===== src/rtl/glitch_pkg.sv =====
// Shared definitions for the glitch sweep controller: states, word layout,
// and the register-file addresses that feed the sweep configuration.
package glitch_pkg;

    localparam logic [2:0] ST_IDLE = 3'd0;
    localparam logic [2:0] ST_LOAD = 3'd1;
    localparam logic [2:0] ST_PUSH = 3'd2;
    localparam logic [2:0] ST_GAP  = 3'd3;
    localparam logic [2:0] ST_DONE = 3'd4;

    typedef logic [2:0] state_t;

    localparam int DLY_LSB = 0;
    localparam int WID_LSB = 16;

    localparam logic [7:0] GLITCH_SWEEP_CTRL   = 8'h40;
    localparam logic [7:0] GLITCH_DLY_START    = 8'h44;
    localparam logic [7:0] GLITCH_DLY_END      = 8'h48;
    localparam logic [7:0] GLITCH_DLY_STEP     = 8'h4C;
    localparam logic [7:0] GLITCH_WID_START    = 8'h50;
    localparam logic [7:0] GLITCH_WID_END      = 8'h54;
    localparam logic [7:0] GLITCH_WID_STEP     = 8'h58;
    localparam logic [7:0] GLITCH_SWEEP_REPS   = 8'h5C;
    localparam logic [7:0] GLITCH_SWEEP_STATUS = 8'h60;

    function automatic logic [31:0] pack_word(
        input logic [15:0] wid,
        input logic [15:0] dly
    );
        logic [31:0] w;
        w = '0;
        w[WID_LSB +: 16] = wid;
        w[DLY_LSB +: 16] = dly;
        return w;
    endfunction

endpackage


===== src/rtl/glitch_sweep.sv =====
// Walks a delay x width grid and pushes one configuration word per point
// (optionally repeated) into the glitch engine's configuration FIFO.
module glitch_sweep
    import glitch_pkg::*;
#(
    parameter int DLY_W = 16,
    parameter int WID_W = 16,
    parameter int REP_W = 8
) (
    input  logic             clk_i,
    input  logic             rst_ni,
    input  logic             start_i,
    input  logic             abort_i,
    input  logic [DLY_W-1:0] dly_start_i,
    input  logic [DLY_W-1:0] dly_end_i,
    input  logic [DLY_W-1:0] dly_step_i,
    input  logic [WID_W-1:0] wid_start_i,
    input  logic [WID_W-1:0] wid_end_i,
    input  logic [WID_W-1:0] wid_step_i,
    input  logic [REP_W-1:0] reps_i,
    input  logic             fifo_full_i,
    output logic             fifo_we_o,
    output logic [31:0]      fifo_data_o,
    output logic             busy_o,
    output logic             done_o,
    output logic             cfg_err_o,
    output logic [15:0]      word_cnt_o
);

    localparam logic [REP_W-1:0] REP_ONE = {{(REP_W-1){1'b0}}, 1'b1};

    state_t           state_q, state_d;
    logic [DLY_W-1:0] dly_s_q, dly_s_d, dly_e_q, dly_e_d;
    logic [DLY_W-1:0] dly_st_q, dly_st_d, cur_dly_q, cur_dly_d;
    logic [WID_W-1:0] wid_s_q, wid_s_d, wid_e_q, wid_e_d;
    logic [WID_W-1:0] wid_st_q, wid_st_d, cur_wid_q, cur_wid_d;
    logic [REP_W-1:0] reps_q, reps_d, rep_q, rep_d;
    logic [31:0]      data_q, data_d;
    logic [15:0]      cnt_q, cnt_d;
    logic             err_q, err_d;

    logic [DLY_W:0]   dly_nx;
    logic [WID_W:0]   wid_nx;
    logic             dly_ok, wid_ok, push;
    logic [REP_W-1:0] reps_eff;

    // An axis advances only on a nonzero step that neither carries out
    // of the field nor passes the end point.
    always_comb begin
        dly_nx   = {1'b0, cur_dly_q} + {1'b0, dly_st_q};
        wid_nx   = {1'b0, cur_wid_q} + {1'b0, wid_st_q};
        dly_ok   = (dly_st_q != '0) && !dly_nx[DLY_W]
                   && (dly_nx[DLY_W-1:0] <= dly_e_q);
        wid_ok   = (wid_st_q != '0) && !wid_nx[WID_W]
                   && (wid_nx[WID_W-1:0] <= wid_e_q);
        reps_eff = (reps_q == '0) ? REP_ONE : reps_q;
        push     = (state_q == ST_PUSH) && !fifo_full_i && !abort_i;
    end

    always_comb begin
        state_d   = state_q;
        dly_s_d   = dly_s_q;
        dly_e_d   = dly_e_q;
        dly_st_d  = dly_st_q;
        wid_s_d   = wid_s_q;
        wid_e_d   = wid_e_q;
        wid_st_d  = wid_st_q;
        reps_d    = reps_q;
        cur_dly_d = cur_dly_q;
        cur_wid_d = cur_wid_q;
        rep_d     = rep_q;
        data_d    = data_q;
        cnt_d     = cnt_q;
        err_d     = err_q;
        if (state_q != ST_IDLE && abort_i) begin
            state_d = ST_IDLE;
        end else begin
            unique case (state_q)
                ST_IDLE: begin
                    if (start_i && !abort_i) begin
                        dly_s_d  = dly_start_i;
                        dly_e_d  = dly_end_i;
                        dly_st_d = dly_step_i;
                        wid_s_d  = wid_start_i;
                        wid_e_d  = wid_end_i;
                        wid_st_d = wid_step_i;
                        reps_d   = reps_i;
                        cnt_d    = '0;
                        err_d    = 1'b0;
                        state_d  = ST_LOAD;
                    end
                end
                ST_LOAD: begin
                    if (dly_s_q > dly_e_q || wid_s_q > wid_e_q) begin
                        err_d   = 1'b1;
                        state_d = ST_DONE;
                    end else begin
                        cur_dly_d = dly_s_q;
                        cur_wid_d = wid_s_q;
                        rep_d     = reps_eff;
                        data_d    = pack_word(wid_s_q, dly_s_q);
                        state_d   = ST_PUSH;
                    end
                end
                ST_PUSH: begin
                    if (!fifo_full_i) begin
                        if (cnt_q != 16'hFFFF) cnt_d = cnt_q + 16'd1;
                        state_d = ST_GAP;
                    end
                end
                ST_GAP: begin
                    if (rep_q > REP_ONE) begin
                        rep_d   = rep_q - REP_ONE;
                        state_d = ST_PUSH;
                    end else begin
                        rep_d = reps_eff;
                        if (dly_ok) begin
                            cur_dly_d = dly_nx[DLY_W-1:0];
                            data_d    = pack_word(cur_wid_q,
                                                  dly_nx[DLY_W-1:0]);
                            state_d   = ST_PUSH;
                        end else if (wid_ok) begin
                            cur_dly_d = dly_s_q;
                            cur_wid_d = wid_nx[WID_W-1:0];
                            data_d    = pack_word(wid_nx[WID_W-1:0],
                                                  dly_s_q);
                            state_d   = ST_PUSH;
                        end else begin
                            state_d = ST_DONE;
                        end
                    end
                end
                ST_DONE: state_d = ST_IDLE;
                default: state_d = ST_IDLE;
            endcase
        end
    end

    always_ff @(posedge clk_i or negedge rst_ni) begin
        if (!rst_ni) begin
            state_q   <= ST_IDLE;
            dly_s_q   <= '0;
            dly_e_q   <= '0;
            dly_st_q  <= '0;
            wid_s_q   <= '0;
            wid_e_q   <= '0;
            wid_st_q  <= '0;
            reps_q    <= '0;
            cur_dly_q <= '0;
            cur_wid_q <= '0;
            rep_q     <= '0;
            data_q    <= '0;
            cnt_q     <= '0;
            err_q     <= 1'b0;
        end else begin
            state_q   <= state_d;
            dly_s_q   <= dly_s_d;
            dly_e_q   <= dly_e_d;
            dly_st_q  <= dly_st_d;
            wid_s_q   <= wid_s_d;
            wid_e_q   <= wid_e_d;
            wid_st_q  <= wid_st_d;
            reps_q    <= reps_d;
            cur_dly_q <= cur_dly_d;
            cur_wid_q <= cur_wid_d;
            rep_q     <= rep_d;
            data_q    <= data_d;
            cnt_q     <= cnt_d;
            err_q     <= err_d;
        end
    end

    assign fifo_we_o   = push;
    assign fifo_data_o = data_q;
    assign busy_o      = (state_q != ST_IDLE);
    assign done_o      = (state_q == ST_DONE) && !abort_i;
    assign cfg_err_o   = err_q;
    assign word_cnt_o  = cnt_q;

endmodule


===== config.mk =====
export PLATFORM = sky130hd
export DESIGN_NAME = glitch_sweep
export DESIGN_NICKNAME = d
export VERILOG_FILES = /design/src/rtl/glitch_pkg.sv /design/src/rtl/glitch_sweep.sv
export SDC_FILE = /design/constraint.sdc
export NUM_CORES = 1
export LEC_CHECK = 0
export CORE_UTILIZATION = 30
export DETAILED_ROUTE_END_ITERATION = 10
export PLACE_DENSITY = 0.51
export SYNTH_ARGS = -nofsm -noshare
export SYNTH_HDL_FRONTEND = slang
export SYNTH_SLANG_ARGS = --single-unit
export TNS_END_PERCENT = 1

===== constraint.sdc =====
create_clock -name clk_i -period 12.05 [get_ports clk_i]
set_input_delay 1.205 -clock clk_i [delete_from_list [all_inputs] [get_ports clk_i]]
set_output_delay 1.205 -clock clk_i [all_outputs]
set_load 0.02 [all_outputs]

### After elaboration in Yosys (flattened, before gate mapping)

Index checks and enable logic that the tools add are counted.

| storage, ports and cells | value |
|---|---|
| flip-flop bits (word level) | 196 |
| word-level logic and storage cells | 103 |

| cells by class | value |
|---|---|
| $add $sub $neg | 4 |
| $lt $le $gt $ge | 5 |
| equal/unequal tests | 16 |
| muxes and demuxes | 34 |
| bitwise gates (word level) | 1 |
| reduce and logical (&&, ||, !) cells | 29 |

Operators by type and width:

| kind | count |
|---|---|
| 2-to-1 mux 16 bit | 11 |
| 2-to-1 mux 32 bit | 4 |
| one-hot mux 16 bit (2 select lines) | 3 |
| one-hot mux 32 bit (2 select lines) | 1 |
| adder 16 x 16 -> 17 bit | 2 |
| > comparator 16 bit | 2 |
| less-or-equal comparator 16 bit | 2 |
| nonzero test 16 bit | 2 |
| 2-to-1 mux 8 bit | 3 |
| 2-to-1 mux 3 bit | 7 |
| adder 16 x 1 -> 16 bit (second input constant) | 1 |
| inequality test 16 bit (second input constant) | 1 |
| one-hot mux 8 bit (2 select lines) | 1 |
| inequality test 2 bit (second input constant) | 7 |
| one-hot mux 3 bit (4 select lines) | 1 |
| AND reduction 5 bit | 2 |
| logical AND 1 bit | 9 |
| > comparator 8 x 1 -> 1 bit (second input constant) | 1 |
| logical NOT 8 bit | 1 |
| subtractor 8 x 1 -> 8 bit (second input constant) | 1 |
| == test 3 x 2 -> 1 bit (second input constant) | 2 |
| inequality test 3 bit (second input constant) | 2 |
| AND reduction 3 bit | 2 |
| AND reduction 6 bit | 1 |
| other kinds (14) | 20 |

### Depth between registers and ports, before layout

| logic depth | value |
|---|---|
| depth in word-level cells | 9 |
| mapped depth | 20 |
| gate-level depth less buffers | 19 |

### Least setup slack after synthesis

OpenSTA, ideal clock, no wires.

| timing | value |
|---|---|
| kind | register to register |
| from | register cur_dly_q[1] |
| to | register cur_dly_q[10] |
| library setup time | 0.125 ns |
| arrival time | 4.677 ns |
| required time | 11.925 ns |
| path slack | 7.248 ns |
| cell stages (with the launch flop) | 19 |
| period minus slack after synthesis | 4.802 ns |
| cell sequence | dfrtp_1 -> ha_1 -> a21oi_1 -> o2111ai_1 -> nor4b_1 -> or4b_2 -> a31oi_1 -> xnor2_1 -> ha_1 -> nand4_1 -> nor2_1 -> a221o_1 -> o31a_1 -> a311oi_2 -> and2_1 -> buf_2 -> buf_4 -> mux2_2 -> mux2_2 |

| between the ends | value |
|---|---|
| cells in the longest elaborated chain, start to end | 7 |
| elaborated cells between the ends (all ways) | 10 |

RTL lines:

| item | RTL line | RTL |
|---|---|---|
| from (decl) | glitch_sweep.sv:34 | `logic [DLY_W-1:0] dly_st_q, dly_st_d, cur_dly_q, cur_dly_d;` |
| from (signal assigned) | glitch_sweep.sv:164 | `cur_dly_q <= cur_dly_d;` |
| adder 16 x 16 -> 17 bit * | glitch_sweep.sv:50 | `dly_nx = {1'b0, cur_dly_q} + {1'b0, dly_st_q};` |
| branches (longest 6 deep; another with less-or-equal comparator 16 bit) | n/a |  |

Mark *: on every way between the ends. The select of a mux whose other input is x is not followed.
A chain may end at the register's enable or synchronous reset.

### Worst setup path in the final report

| timing | value |
|---|---|
| from | register cur_dly_q[0] |
| to | register cur_dly_q[8] |

The elaborated chain is that of the path after synthesis.

==> results.md <==
- Status: complete, but fails checks
- Failing checks: DRC
- RSZ-0062 raised after global routing: false
- Clock sink total: 180
- Die span in y: ~190 µm
- Die area: roughly 37000 µm²
- Hold WS: 0.472 ns
- VDD IR max: approximately 0.00012 V
- Largest family of logic cells by synthesized area: simple AND/OR/NAND/NOR gates
- Worst Path Max Fanout: 24
- Max Cap Viol: 0
- Crit-path slowest cell: nor3b_4
- Top-area cell type share of the netlist area: 41.2%
- Final number of hold-violating endpoints: 0
- First-pass GRT wire length: around 50 mm
- Relative slew margins: approximately 28%
- Synth Area in Adders: roughly an eighth
- Vias per inst: between 4 and 5
- Num CTS Buffers: 17
- Horiz. Die Dim: 193 µm
- Asr flop ratio synth: 100%
- Clock skew: ~0.013 ns
- Clk buf depth: 2
- Distinct cell type count after synthesis: about 70
- Vias in the first global route: around 9000
- Count leader, synth: nand2_1
- Startpoint types: flip-flop
- Post-Syn Instances: 1213
- Hold_sp: reps_q[0]$_DFFE_PN0P_
- Total nets after synthesis: 1423
- Final core utilization: a little under two fifths
- Synth Register Bits: 180
- Maximum clock frequency: around 170 MHz
- DRC Markers: 10
- CTS tree: done
- Compound-Gate Fraction of Synth Area: between 10% and 20%
- Row count: 69
- Part of the Yosys area used for sequential elements: 41.2%
- Layout fillers: 3665
- Worst Path Arrival: ~6.3 ns
- Ant. Diodes: 0
- Dominant synthesized flop cell: dfrtp_1
- Hold Path Class: flip-flop to flip-flop
- Final worst-path cycle share: roughly half
- Vias: slightly below 9000
- Wire per inst: ~17 µm
- Input/output buffers: 160
- Mux cell area share after synthesis: approximately 7.5%
- Critical Path RT: roughly 12 ns
- Routed wire length: slightly above 30 mm
- Initial Utilization: 30.6%
- I/O Pins: roughly 160
- Core Region: approximately 36000 µm²
- Layout Area Growth over Synthesis: 24.0%
- Post-synth EDFFs: 0
- Crit Path Class: flip-flop to flip-flop
- Crit path from: cur_dly_q[0]$_DFFE_PN0P_
- Worst-Margin Slew: approximately 1.1 ns
- Power per Cell Area: 295 nW/µm²
- Pre-CTS setup slack: 5.96 ns
- Slew Limit Fails: 0
- Post_cts resized: 0
- Post-synthesis xor/xnor area fraction: approximately 3.0%
- # nets final: around 1600
- GPL Wtd Cong: between 0.8 and 0.9
- First-iteration detailed-routing DRC count: ~410
- GRT Util Overall: about 18%
- DRT Pass-1 Iters: 7
- Tmin final: between 5 and 6 ns
- Layout cells sized above 1: just over 8%
- Total Neg Setup Slack: 0 ns
- H-tree depth: 4
- Largest net degree at the start of global routing: approximately 110
- Simple-gate share of the synthesized area: between 10% and 20%
- Worst R2R Start: cur_dly_q[0]$_DFFE_PN0P_
- LEAKAGE: between 0.006 and 0.007 µW
- Hpwl dp: 23.2 mm
- CTS Hold Bufs: 0
- CP cell instances: ha_1, inv_1, fa_1, nor2b_1, o311ai_2, a31oi_1, a41o_1, or4_1, nand4_1, ha_1, a21oi_1, nand2_1, a221o_1, o31a_1, a311oi_4, buf_4, a211oi_2, nor3b_4, buf_4, mux2_2
- Commonest cells post-synth: nand2_1, dfrtp_1, ha_1
- Post-Syn Area: around 11000 µm²
- Root Buffer: clkbuf_16
- Leading area contributor after synthesis: dfrtp_1
- Final setup fails: 0
- Crit end category: flip-flop
- Total setup buffers inserted after CTS: 0
- Multi-input gate area: between 6000 and 7000 µm²
- Total power: between 4000 and 5000 µW
- Gr ovfl total: 0
- Clk slew on worst S/H paths: approximately 0.08 ns
- YS warnings: 0
- Clk_lat worst skew: around 0.45 ns
- Initial antenna violation count: 1
- Slack of the critical path: 6.07 ns
- Synth area leaders: dfrtp_1, ha_1, nand2_1
- DRT antenna net count: 0
- Largest stage delay on the critical path: ~0.85 ns
- Avg Inst Size Synth: 9.02 µm²
- FF/Latch Area: roughly 4500 µm²
-- logic make-up after synthesis --
group,count (synthesis)
multiplexers,72
XOR/XNOR,37
buffers and inverters,106
adder cells (fa/ha/maj),101
AO/OA/AOI/OAI,231
AND/OR/NAND/NOR,486
flip-flops,180
-- routing by layer --
metal	vias up	GRT usage [%]	wire, µm
met1	4248	24.7	15500
met4	2	5.86	564
met3	33	2.88	1260
li1	4484	-	-
met2	178	27.2	13900
met5	-	0	13
-- state kept, by name, indices dropped and copies added (netlist names), 8 cells and up --
name,cells
cur_dly_q,15
cur_wid_q,16
dly_e_q,16
dly_s_q,16
dly_st_q,16
fifo_data_o,17
rep_q,8
reps_q,8
wid_e_q,16
wid_s_q,16
wid_st_q,16
word_cnt_o,16
-- area by class of cell --
type	count	area share (%)
repair buffers	167	12.2
well taps	461	4.25
inverters	62	1.72
flip-flops and latches	180	33.2
clock inverters	14	0.941
multi-input cells	927	44.5
clock buffers	18	3.24
-- worst max-delay path, delay by kind of cell, from the launching register on --
family | cells | cell delay (ns)
compound gates | 8 | 1.99
fa+ha+maj | 3 | 0.69
buf+inv | 3 | 0.88
flops | 1 | 0.40
mux | 1 | 0.37
simple gates | 5 | 1.53
-- power breakdown --
part           leakage, µW  internal [µW]  switching (µW)
Sequential         0.00227            862             220
Combinational      0.00375           1020            1350
Clock             0.000269            292             260
-- stage by stage --
| step | area [µm²] | cells |
|---|---|---|
| 2_1_floorplan | 10900 | 1213 |
| 3_3_place_gp | 13000 | 1797 |
| 3_5_place_dp | 13000 | 1797 |
| 4_1_cts | 13600 | 1829 |
| 5_1_grt | 13600 | 1829 |
| 6_report | 13600 | 1829 |
-- path summary, 6_finish.rpt --
| path | end | slack [ns] | cells past startpoint |
|---|---|---|---|
| max in group asynchronous | dly_e_q[8]$_DFFE_PN0P_ | 9.51 | 2 |
| min reg2reg | reps_q[0]$_DFFE_PN0P_ | 0.47 | 2 |
| max reg2reg | cur_dly_q[8]$_DFFE_PN0P_ | 6.07 | 20 |
| min in group asynchronous | wid_e_q[2]$_DFFE_PN0P_ | 0.90 | 1 |
| min | reps_q[0]$_DFFE_PN0P_ | 0.47 | 2 |
| max | cur_dly_q[8]$_DFFE_PN0P_ | 6.07 | 20 |
-- cell usage in the layout (no fill, tap or decap), types with 18 or more instances in the layout --
| master | netlist | routed |
|---|---|---|
| mux2_2 | 43 | 43 |
| xor2_1 | 19 | 19 |
| nand2_1 | 312 | 312 |
| o21ai_0 | 89 | 89 |
| nor2_1 | 50 | 50 |
| ha_1 | 99 | 99 |
| inv_1 | 62 | 62 |
| nand3_1 | 21 | 21 |
| xnor2_1 | 18 | 18 |
| nand4_1 | 21 | 21 |
| clkdlybuf4s50_1 | 0 | 159 |
| a21oi_1 | 58 | 58 |
| dfrtp_1 | 180 | 180 |
Power figures use the tool's default switching activity.
